===== config.mk =====
export PLATFORM = sky130hd
export DESIGN_NAME = ext_sram_arbiter_flat
export DESIGN_NICKNAME = d
export VERILOG_FILES = /design/src/rtl/ext_sram_arbiter_if.sv /design/src/rtl/ext_sram_arbiter.sv /design/src/flat_wrapper.sv
export SDC_FILE = /design/constraint.sdc
export NUM_CORES = 1
export LEC_CHECK = 0
export ABC_CLOCK_PERIOD_IN_PS = 3700
export BUFFER_PORTS_ARGS = -buffer_cell sky130_fd_sc_hd__buf_4
export CAP_MARGIN = 20
export CORE_AREA = 2 2 153 155
export DETAILED_ROUTE_END_ITERATION = 7
export DIE_AREA = 0 0 155 157
export GPL_TIMING_DRIVEN = 0
export SYNTH_ARGS = -nofsm -noshare
export SYNTH_HDL_FRONTEND = slang
export SYNTH_SLANG_ARGS = --single-unit

===== constraint.sdc =====
create_clock -name clk -period 3.7 [get_ports clk]
set_clock_uncertainty 0.2 [all_clocks]
set_input_delay 0.37 -clock clk [delete_from_list [all_inputs] [get_ports clk]]
set_output_delay 0.37 -clock clk [all_outputs]
set_load 0.05 [all_outputs]

===== src/rtl/ext_sram_arbiter_if.sv =====
// Requester and SRAM bus bundle for ext_sram_arbiter. The master modport is the
// arbiter's view (it masters the SRAM bus); slave is the requester/SRAM side.
interface ext_sram_arbiter_if #(
  parameter int unsigned NREQ = 4,
  parameter int unsigned AW   = 26,
  parameter int unsigned DW   = 32
);
  logic [NREQ-1:0]    req;
  logic [NREQ-1:0]    req_we;
  logic [NREQ*AW-1:0] req_addr;
  logic [NREQ*DW-1:0] req_wdata;
  logic [NREQ-1:0]    req_ack;
  logic [DW-1:0]      rsp_rdata;
  logic               rsp_err;
  logic [AW-1:0]      mem_waddr;
  logic [DW-1:0]      mem_wdata;
  logic               mem_wvalid;
  logic               mem_wready;
  logic [AW-1:0]      mem_raddr;
  logic               mem_rvalid;
  logic               mem_rready;
  logic [DW-1:0]      mem_rdata;

  modport master (
    input  req, req_we, req_addr, req_wdata,
    output req_ack, rsp_rdata, rsp_err,
    output mem_waddr, mem_wdata, mem_wvalid, mem_raddr, mem_rvalid,
    input  mem_wready, mem_rready, mem_rdata
  );

  modport slave (
    output req, req_we, req_addr, req_wdata,
    input  req_ack, rsp_rdata, rsp_err,
    input  mem_waddr, mem_wdata, mem_wvalid, mem_raddr, mem_rvalid,
    output mem_wready, mem_rready, mem_rdata
  );
endinterface


===== src/rtl/ext_sram_arbiter.sv =====
// Round-robin arbiter sharing one external SRAM among NREQ requesters, one
// transaction outstanding. Define EXT_SRAM_ARB_TIMEOUT_EN to abort stalled BUSY after TIMEOUT cycles.
module ext_sram_arbiter #(
  parameter int unsigned NREQ    = 4,
  parameter int unsigned AW      = 26,
  parameter int unsigned DW      = 32,
  parameter int unsigned TIMEOUT = 1023
) (
  input logic            clk,
  input logic            rst_n,
  ext_sram_arbiter_if.master bus
);
  localparam int unsigned IW = $clog2(NREQ);

  if (NREQ < 2 || NREQ > 8) begin : g_nreq_check
    $error("ext_sram_arbiter: NREQ must be in 2..8");
  end
  if (TIMEOUT < 1) begin : g_timeout_check
    $error("ext_sram_arbiter: TIMEOUT must be at least 1");
  end

  typedef enum logic [1:0] {IDLE, BUSY, ACK} state_t;

  state_t          state;
  logic [IW-1:0]   last_grant;
  logic [IW-1:0]   gnt_id;
  logic            we_q;
  logic            any_req;
  logic [IW-1:0]   sel_id;
  logic [IW-1:0]   scan;
  logic            sel_we;
  logic [AW-1:0]   sel_addr;
  logic [DW-1:0]   sel_wdata;
  logic            sel_ready;

`ifdef EXT_SRAM_ARB_TIMEOUT_EN
  localparam int unsigned TW = ($clog2(TIMEOUT + 1) > 10) ? $clog2(TIMEOUT + 1) : 10;
  logic [TW-1:0] tmo_cnt;
`endif

  // First requester at or after last_grant+1, wrapping; last_grant itself is checked last.
  always_comb begin
    any_req = 1'b0;
    sel_id  = '0;
    scan    = '0;
    for (int unsigned k = 1; k <= NREQ; k++) begin
      scan = IW'((32'(last_grant) + k) % NREQ);
      if (!any_req && bus.req[scan]) begin
        any_req = 1'b1;
        sel_id  = scan;
      end
    end
  end

  assign sel_we    = bus.req_we[sel_id];
  assign sel_addr  = bus.req_addr[sel_id*AW +: AW];
  assign sel_wdata = bus.req_wdata[sel_id*DW +: DW];
  assign sel_ready = we_q ? bus.mem_wready : bus.mem_rready;

  always_ff @(posedge clk or negedge rst_n) begin
    if (!rst_n) begin
      state          <= IDLE;
      last_grant     <= IW'(NREQ - 1);
      gnt_id         <= '0;
      we_q           <= 1'b0;
      bus.req_ack    <= '0;
      bus.rsp_rdata  <= '0;
      bus.rsp_err    <= 1'b0;
      bus.mem_waddr  <= '0;
      bus.mem_wdata  <= '0;
      bus.mem_wvalid <= 1'b0;
      bus.mem_raddr  <= '0;
      bus.mem_rvalid <= 1'b0;
`ifdef EXT_SRAM_ARB_TIMEOUT_EN
      tmo_cnt        <= '0;
`endif
    end else begin
      bus.req_ack <= '0;
      case (state)
        IDLE: begin
          if (any_req) begin
            gnt_id     <= sel_id;
            last_grant <= sel_id;
            we_q       <= sel_we;
            if (sel_we) begin
              bus.mem_wvalid <= 1'b1;
              bus.mem_waddr  <= sel_addr;
              bus.mem_wdata  <= sel_wdata;
            end else begin
              bus.mem_rvalid <= 1'b1;
              bus.mem_raddr  <= sel_addr;
            end
`ifdef EXT_SRAM_ARB_TIMEOUT_EN
            tmo_cnt <= '0;
`endif
            state <= BUSY;
          end
        end
        BUSY: begin
          // Ready has priority over a timeout expiring on the same edge.
          if (sel_ready) begin
            bus.mem_wvalid <= 1'b0;
            bus.mem_rvalid <= 1'b0;
            if (!we_q) bus.rsp_rdata <= bus.mem_rdata;
            bus.rsp_err         <= 1'b0;
            bus.req_ack[gnt_id] <= 1'b1;
            state               <= ACK;
          end
`ifdef EXT_SRAM_ARB_TIMEOUT_EN
          else if (tmo_cnt == TW'(TIMEOUT - 1)) begin
            bus.mem_wvalid      <= 1'b0;
            bus.mem_rvalid      <= 1'b0;
            bus.rsp_rdata       <= '0;
            bus.rsp_err         <= 1'b1;
            bus.req_ack[gnt_id] <= 1'b1;
            state               <= ACK;
          end else begin
            tmo_cnt <= tmo_cnt + 1'b1;
          end
`endif
        end
        ACK:     state <= IDLE;
        default: state <= IDLE;
      endcase
    end
  end
endmodule

===== src/flat_wrapper.sv =====
// flat-port wrapper written by rule: the top's interface ports become plain ports
module ext_sram_arbiter_flat 
#(
  parameter int unsigned NREQ    = 4,
  parameter int unsigned AW      = 26,
  parameter int unsigned DW      = 32,
  parameter int unsigned TIMEOUT = 1023
)
  (clk, rst_n, bus_req, bus_req_we, bus_req_addr, bus_req_wdata, bus_req_ack, bus_rsp_rdata, bus_rsp_err, bus_mem_waddr, bus_mem_wdata, bus_mem_wvalid, bus_mem_raddr, bus_mem_rvalid, bus_mem_wready, bus_mem_rready, bus_mem_rdata);
  ext_sram_arbiter_if #(.NREQ(NREQ), .AW(AW), .DW(DW)) bus_i ();
  input logic clk;
  input logic rst_n;
  input wire logic [$bits(bus_i.req)-1:0] bus_req;
  input wire logic [$bits(bus_i.req_we)-1:0] bus_req_we;
  input wire logic [$bits(bus_i.req_addr)-1:0] bus_req_addr;
  input wire logic [$bits(bus_i.req_wdata)-1:0] bus_req_wdata;
  output wire logic [$bits(bus_i.req_ack)-1:0] bus_req_ack;
  output wire logic [$bits(bus_i.rsp_rdata)-1:0] bus_rsp_rdata;
  output wire logic [$bits(bus_i.rsp_err)-1:0] bus_rsp_err;
  output wire logic [$bits(bus_i.mem_waddr)-1:0] bus_mem_waddr;
  output wire logic [$bits(bus_i.mem_wdata)-1:0] bus_mem_wdata;
  output wire logic [$bits(bus_i.mem_wvalid)-1:0] bus_mem_wvalid;
  output wire logic [$bits(bus_i.mem_raddr)-1:0] bus_mem_raddr;
  output wire logic [$bits(bus_i.mem_rvalid)-1:0] bus_mem_rvalid;
  input wire logic [$bits(bus_i.mem_wready)-1:0] bus_mem_wready;
  input wire logic [$bits(bus_i.mem_rready)-1:0] bus_mem_rready;
  input wire logic [$bits(bus_i.mem_rdata)-1:0] bus_mem_rdata;
  assign bus_i.req = bus_req;
  assign bus_i.req_we = bus_req_we;
  assign bus_i.req_addr = bus_req_addr;
  assign bus_i.req_wdata = bus_req_wdata;
  assign bus_req_ack = bus_i.req_ack;
  assign bus_rsp_rdata = bus_i.rsp_rdata;
  assign bus_rsp_err = bus_i.rsp_err;
  assign bus_mem_waddr = bus_i.mem_waddr;
  assign bus_mem_wdata = bus_i.mem_wdata;
  assign bus_mem_wvalid = bus_i.mem_wvalid;
  assign bus_mem_raddr = bus_i.mem_raddr;
  assign bus_mem_rvalid = bus_i.mem_rvalid;
  assign bus_i.mem_wready = bus_mem_wready;
  assign bus_i.mem_rready = bus_mem_rready;
  assign bus_i.mem_rdata = bus_mem_rdata;
  ext_sram_arbiter #(.NREQ(NREQ), .AW(AW), .DW(DW), .TIMEOUT(TIMEOUT)) u_core (.clk(clk), .rst_n(rst_n), .bus(bus_i));
endmodule

-- Word-level counts from Yosys, hierarchy flattened
Index checks and enable logic that the tools add are counted.
W data, S select, Z words.
- word-level logic and storage cells: 81
- bits of input ports: 276
- register bits after elaboration: 129
- output and inout port bits: 123
- order comparisons: 7
- shift-type cells: 2
- reduce and logical (&&, ||, !) cells: 16
- $mul: 1
- bitwise operators: 2
- $add $sub $neg: 4
- multiplexer cells: 33
- equal/unequal tests: 5
- operator list (operator ; number):
    $shiftx A128 B8 Y32 ; 1
    $shiftx A104 B8 Y26 ; 1
    $lt A2 B3 Y1 const B ; 6
    $mux W1 ; 16
    $mux W2 ; 6
    $bmux W1 S2 ; 5
    $reduce_and A3 Y1 ; 3
    $mux W4 ; 2
    $reduce_and A4 Y1 ; 2
    $mul A2 B4 Y6 const B ; 1
    $ne A2 B1 Y1 const B ; 3
    $add A2 B1 Y2 const B ; 2
    $add A2 B2 Y2 const B ; 2
    $logic_and A1 B1 Y1 ; 4
    $pmux W1 S2 ; 2
    $pmux W2 S2 ; 1
    $reduce_and A2 Y1 ; 2
    $logic_not A1 Y1 ; 3
    $demux W1 S2 ; 1
    $eq A2 B1 Y1 const B ; 1
    $ge A2 B1 Y1 const B ; 1
    $logic_not A2 Y1 ; 1
    $ne A2 B2 Y1 const B ; 1
    $not A1 Y1 ; 2
    $reduce_bool A2 Y1 ; 1

-- Longest topological paths before layout
- depth after elaboration: 18
- mapped depth: 9
- mapped depth without buffers: 6

-- Worst setup path after synthesis
Ideal clock, no wire load.
- path kind: register -> register
- start: reg u_core.last_grant[1]
- end: reg u_core.bus.mem_raddr[10]
- setup slack: 0.992 ns
- arrival: 2.383 ns
- data required time: 3.375 ns
- period minus slack after synthesis: 2.708 ns
- path buffers: 2
- library setup time: 0.125 ns
- stages on the path, launching flop included: 9
- cells stage by stage: dfstp_2 > buf_2 > nand2_1 > a22o_1 > a21oi_2 > mux2_2 > o22ai_4 > buf_4 > mux2_2
- cells in the longest elaborated chain, start to end: 17
- elaborated cells between the ends (all ways): 32
- classes of those cells: 4 x add/sub; 1 x mul; 1 x shift; 18 x mux; 1 x bitwise; 7 x reduce/logical
- RTL lines (what ; RTL line ; source):
    from (decl) ; ext_sram_arbiter.sv:25 ; logic [IW-1:0] last_grant;
    from (signal assigned) ; ext_sram_arbiter.sv:63 ; last_grant <= IW'(NREQ - 1);
    from (signal assigned) ; ext_sram_arbiter.sv:83 ; last_grant <= sel_id;
    branches (longest 17 deep; another with $add A2 B1 Y2) ; n/a ;
    to (signal assigned) ; ext_sram_arbiter.sv:91 ; bus.mem_raddr <= sel_addr;
    to (decl) ; ext_sram_arbiter_if.sv:27 ; output mem_waddr, mem_wdata, mem_wvalid, mem_raddr, mem_rvalid,
Several ways; the timed one is not identified. The select of a mux whose other input is x is not followed.
A chain may end at the register's enable or synchronous reset.

-- Worst setup path in the final report
- start: reg u_core.last_grant[1]
- end: reg u_core.bus.mem_raddr[21]
Same word-level chain as after synthesis.

==> out/metrics.csv <==
metric,value,unit
die area,24300,µm²
Area Overhead vs Synth,67.3,%
Cells after Synth,381,
met2 Track Usage GR,31.6,%
TritonCTS Buffers,17,
Tcrit/Tclk final,88.9,%
r2r setup slk,410,ps
syn nets,657,
cell area after synthesis,6360,µm²
post-DP HPWL,17.3,mm
residual DRC count,0,
Worst slew margin,40.2,%
Static Leakage,5.01,nW
Die Y,157,µm
crit path kind,flop to flop,
TritonCTS clock tree,yes,
Design Power,0.0107,W
clk buf depth,2,
global-route wire length before repair,32.3,mm
"most common cell after layout, fill and taps aside",buf_4,
Initial Util,28.3,%
Clock Sinks,129,
Reg power frac,23.9,%
RD Place Congestion,0.790,
Final Setup Violations,0,
largest net degree at the start of global routing,78,
initial antenna violation count,0,
setup total negative slack,0,ps
final slew viol count,0,
finished layout cell area,10600,µm²
Clock Tree Root,clkbuf_16,
gr busiest metal,met2,
CP Data Required Time,3800,ps
RSZ-0062 raised after global routing,false,
Power Internal,0.00563,W
clock slew at reported path FFs,60,ps
1st-iter DRT viols,172,
Worst EP arrival,3390,ps
fin crit period,3290,ps
# IOs,399,
Sw Ratio,47.1,%
post-CTS sizing,0,
YS warnings,0,
Skew-Pair Late Insertion Delay,420,ps
Chip Width,155,µm
DRT Wirelength,21.9,mm
H-tree depth,4,
1st-pass router iterations,4,
share of layout cells above drive strength 1,74.1,%
critical path peak fanout,10,
Setup Buffers After CTS,0,
CP Capture Type,flop,
startpoint types,flop,
worst slew pin tran,898,ps
GRT Total Usage,17.7,%
via count,5178,
Core Rows,55,
number of max-cap violations,0,
grt met3 use,5.01,%
average size of a mapped cell,16.7,µm²
nets@finish,1107,
Fmax achieved,304,MHz
Placed Area,9730,µm²
worst vdd ir,0.000462,V
Switch Pwr,0.00502,W
total grt overflow,0,
# hold bufs at CTS,33,
Yosys cell types,35,
vias per cell,4.59,
routing usage on met1,21.0,%
most frequent cells in the layout,"403 x buf_4, 127 x dfrtp_1, 101 x mux2_2, 58 x mux4_2, 33 x dlygate4sd3_1",
Final Hold Fails,0,
core box area,22500,µm²
Port-buffer cells,397,
Clk pwr share,15.8,%
P per Cell Area,1000,nW/µm²
diodes inserted,0,
Comb power frac,60.3,%
Yosys reg bits,129,
vias in the first global route,5640,
WL/cell,19.4,µm
post-synthesis sequential area ratio,50.8,%
Antenna Nets Post-Route,0,
status,"complete, no violations",
Hold Crit Class,primary input to flop,
[Yosys cell counts, drive strengths merged]
library cell    n  area, µm²
dfrtp         127       3180
mux2          118       1360
mux4           58       1310
buf            19        125
nand2          12       47.6
clkbuf          6       22.5
nor2            6       22.5
inv             5       18.8
a21oi           3       18.8
nand2b          3       18.8
nor3b           3       22.5
o21ai           3       15.0
a211oi          2       20.0
dfstp           2       52.6
nand3b          2       15.0
o31ai           2       15.0
a22o            1       8.76
a22oi           1       21.3
and2            1       6.26
and3            1       6.26
conb            1       3.75
mux2i           1       10.0
nor3            1       5.00
o21a            1       7.51
o22ai           1       20.0
or4             1       7.51
[per-stage QoR]
| stage | hold slack, ps | instances | setup slack (ps) | util [%] |
|---|---|---|---|---|
| floorplan | -126 | 381 | 992 | - |
| global placement | 270 | 1063 | 374 | 43.1 |
| detailed placement | 165 | 1064 | 334 | 43.2 |
| CTS | 46.2 | 1129 | 302 | 47.3 |
| global route | 106 | 1129 | 202 | 47.3 |
| finish | 66.5 | 1129 | 410 | 47.3 |
[power by group through the flow]
stage / Clock [W] / Combinational, W / Sequential [W]
6_report: 0.00169 / 0.00642 / 0.00254
5_1_grt: 0.00180 / 0.00675 / 0.00264
3_5_place_dp: 0 / 0.00649 / 0.00256
4_1_cts: 0.00174 / 0.00652 / 0.00254
3_3_place_gp: 0 / 0.00645 / 0.00254
2_1_floorplan: 0 / 0.00212 / 0.00488
[routing by layer]
metal  vias to the layer above  wire [µm]
li1                       2362          -
met4                         0        255
met1                      2570       8500
met3                        13       1620
met5                         -          0
met2                       233      11600
[final timing paths]
check	startpoint	endpoint	depth (start not counted)
min in group asynchronous	rst_n	u_core.bus.mem_wdata[23]	2
hold / removal	bus_mem_wready	u_core.state[0]	4
hold reg to reg	u_core.bus.mem_raddr[24]	u_core.bus.mem_raddr[24]	1
setup reg to reg	u_core.last_grant[1]	u_core.bus.mem_raddr[21]	8
setup / recovery	u_core.last_grant[1]	u_core.bus.mem_raddr[21]	8
max in group asynchronous	rst_n	u_core.last_grant[1]	3
[critical path, cell delays in order, from the launching register on]
cell	delay [ps]
dfstp_2	510
buf_2	170
mux2i_1	220
o21ai_1	90
a21oi_2	370
mux2_2	450
o22ai_4	470
buf_4	330
mux2_2	360
[cell type report]
cell class              instances  area [µm²]
plain buffers                  25         148
clock inverters                15         158
fillers                      2076       11900
repair buffers                431        3340
multi-input cells             222        2960
flip-flops and latches        129        3230
inverters                       5        18.8
clock buffers                  17         425
well taps                     285         357
[cells by family after synthesis]
| group | synth area share (%) |
|---|---|
| AO/OA/AOI/OAI | 1.99 |
| buffers and inverters | 2.62 |
| flip-flops | 50.8 |
| multiplexers | 42.1 |
| other | 0.0590 |
| AND/OR/NAND/NOR | 2.38 |
[registers in the layout, summed over array words and instances (netlist names), 2 cells and up]
signal	count
u_core.state	2
u_core.bus.req_ack	4
u_core.bus.mem_waddr	26
u_core.gnt_id	2
u_core.last_grant	2
u_core.bus.mem_raddr	26
u_core.bus.mem_wdata	32
u_core.bus.rsp_rdata	32
(Power assumes the default switching activity.)
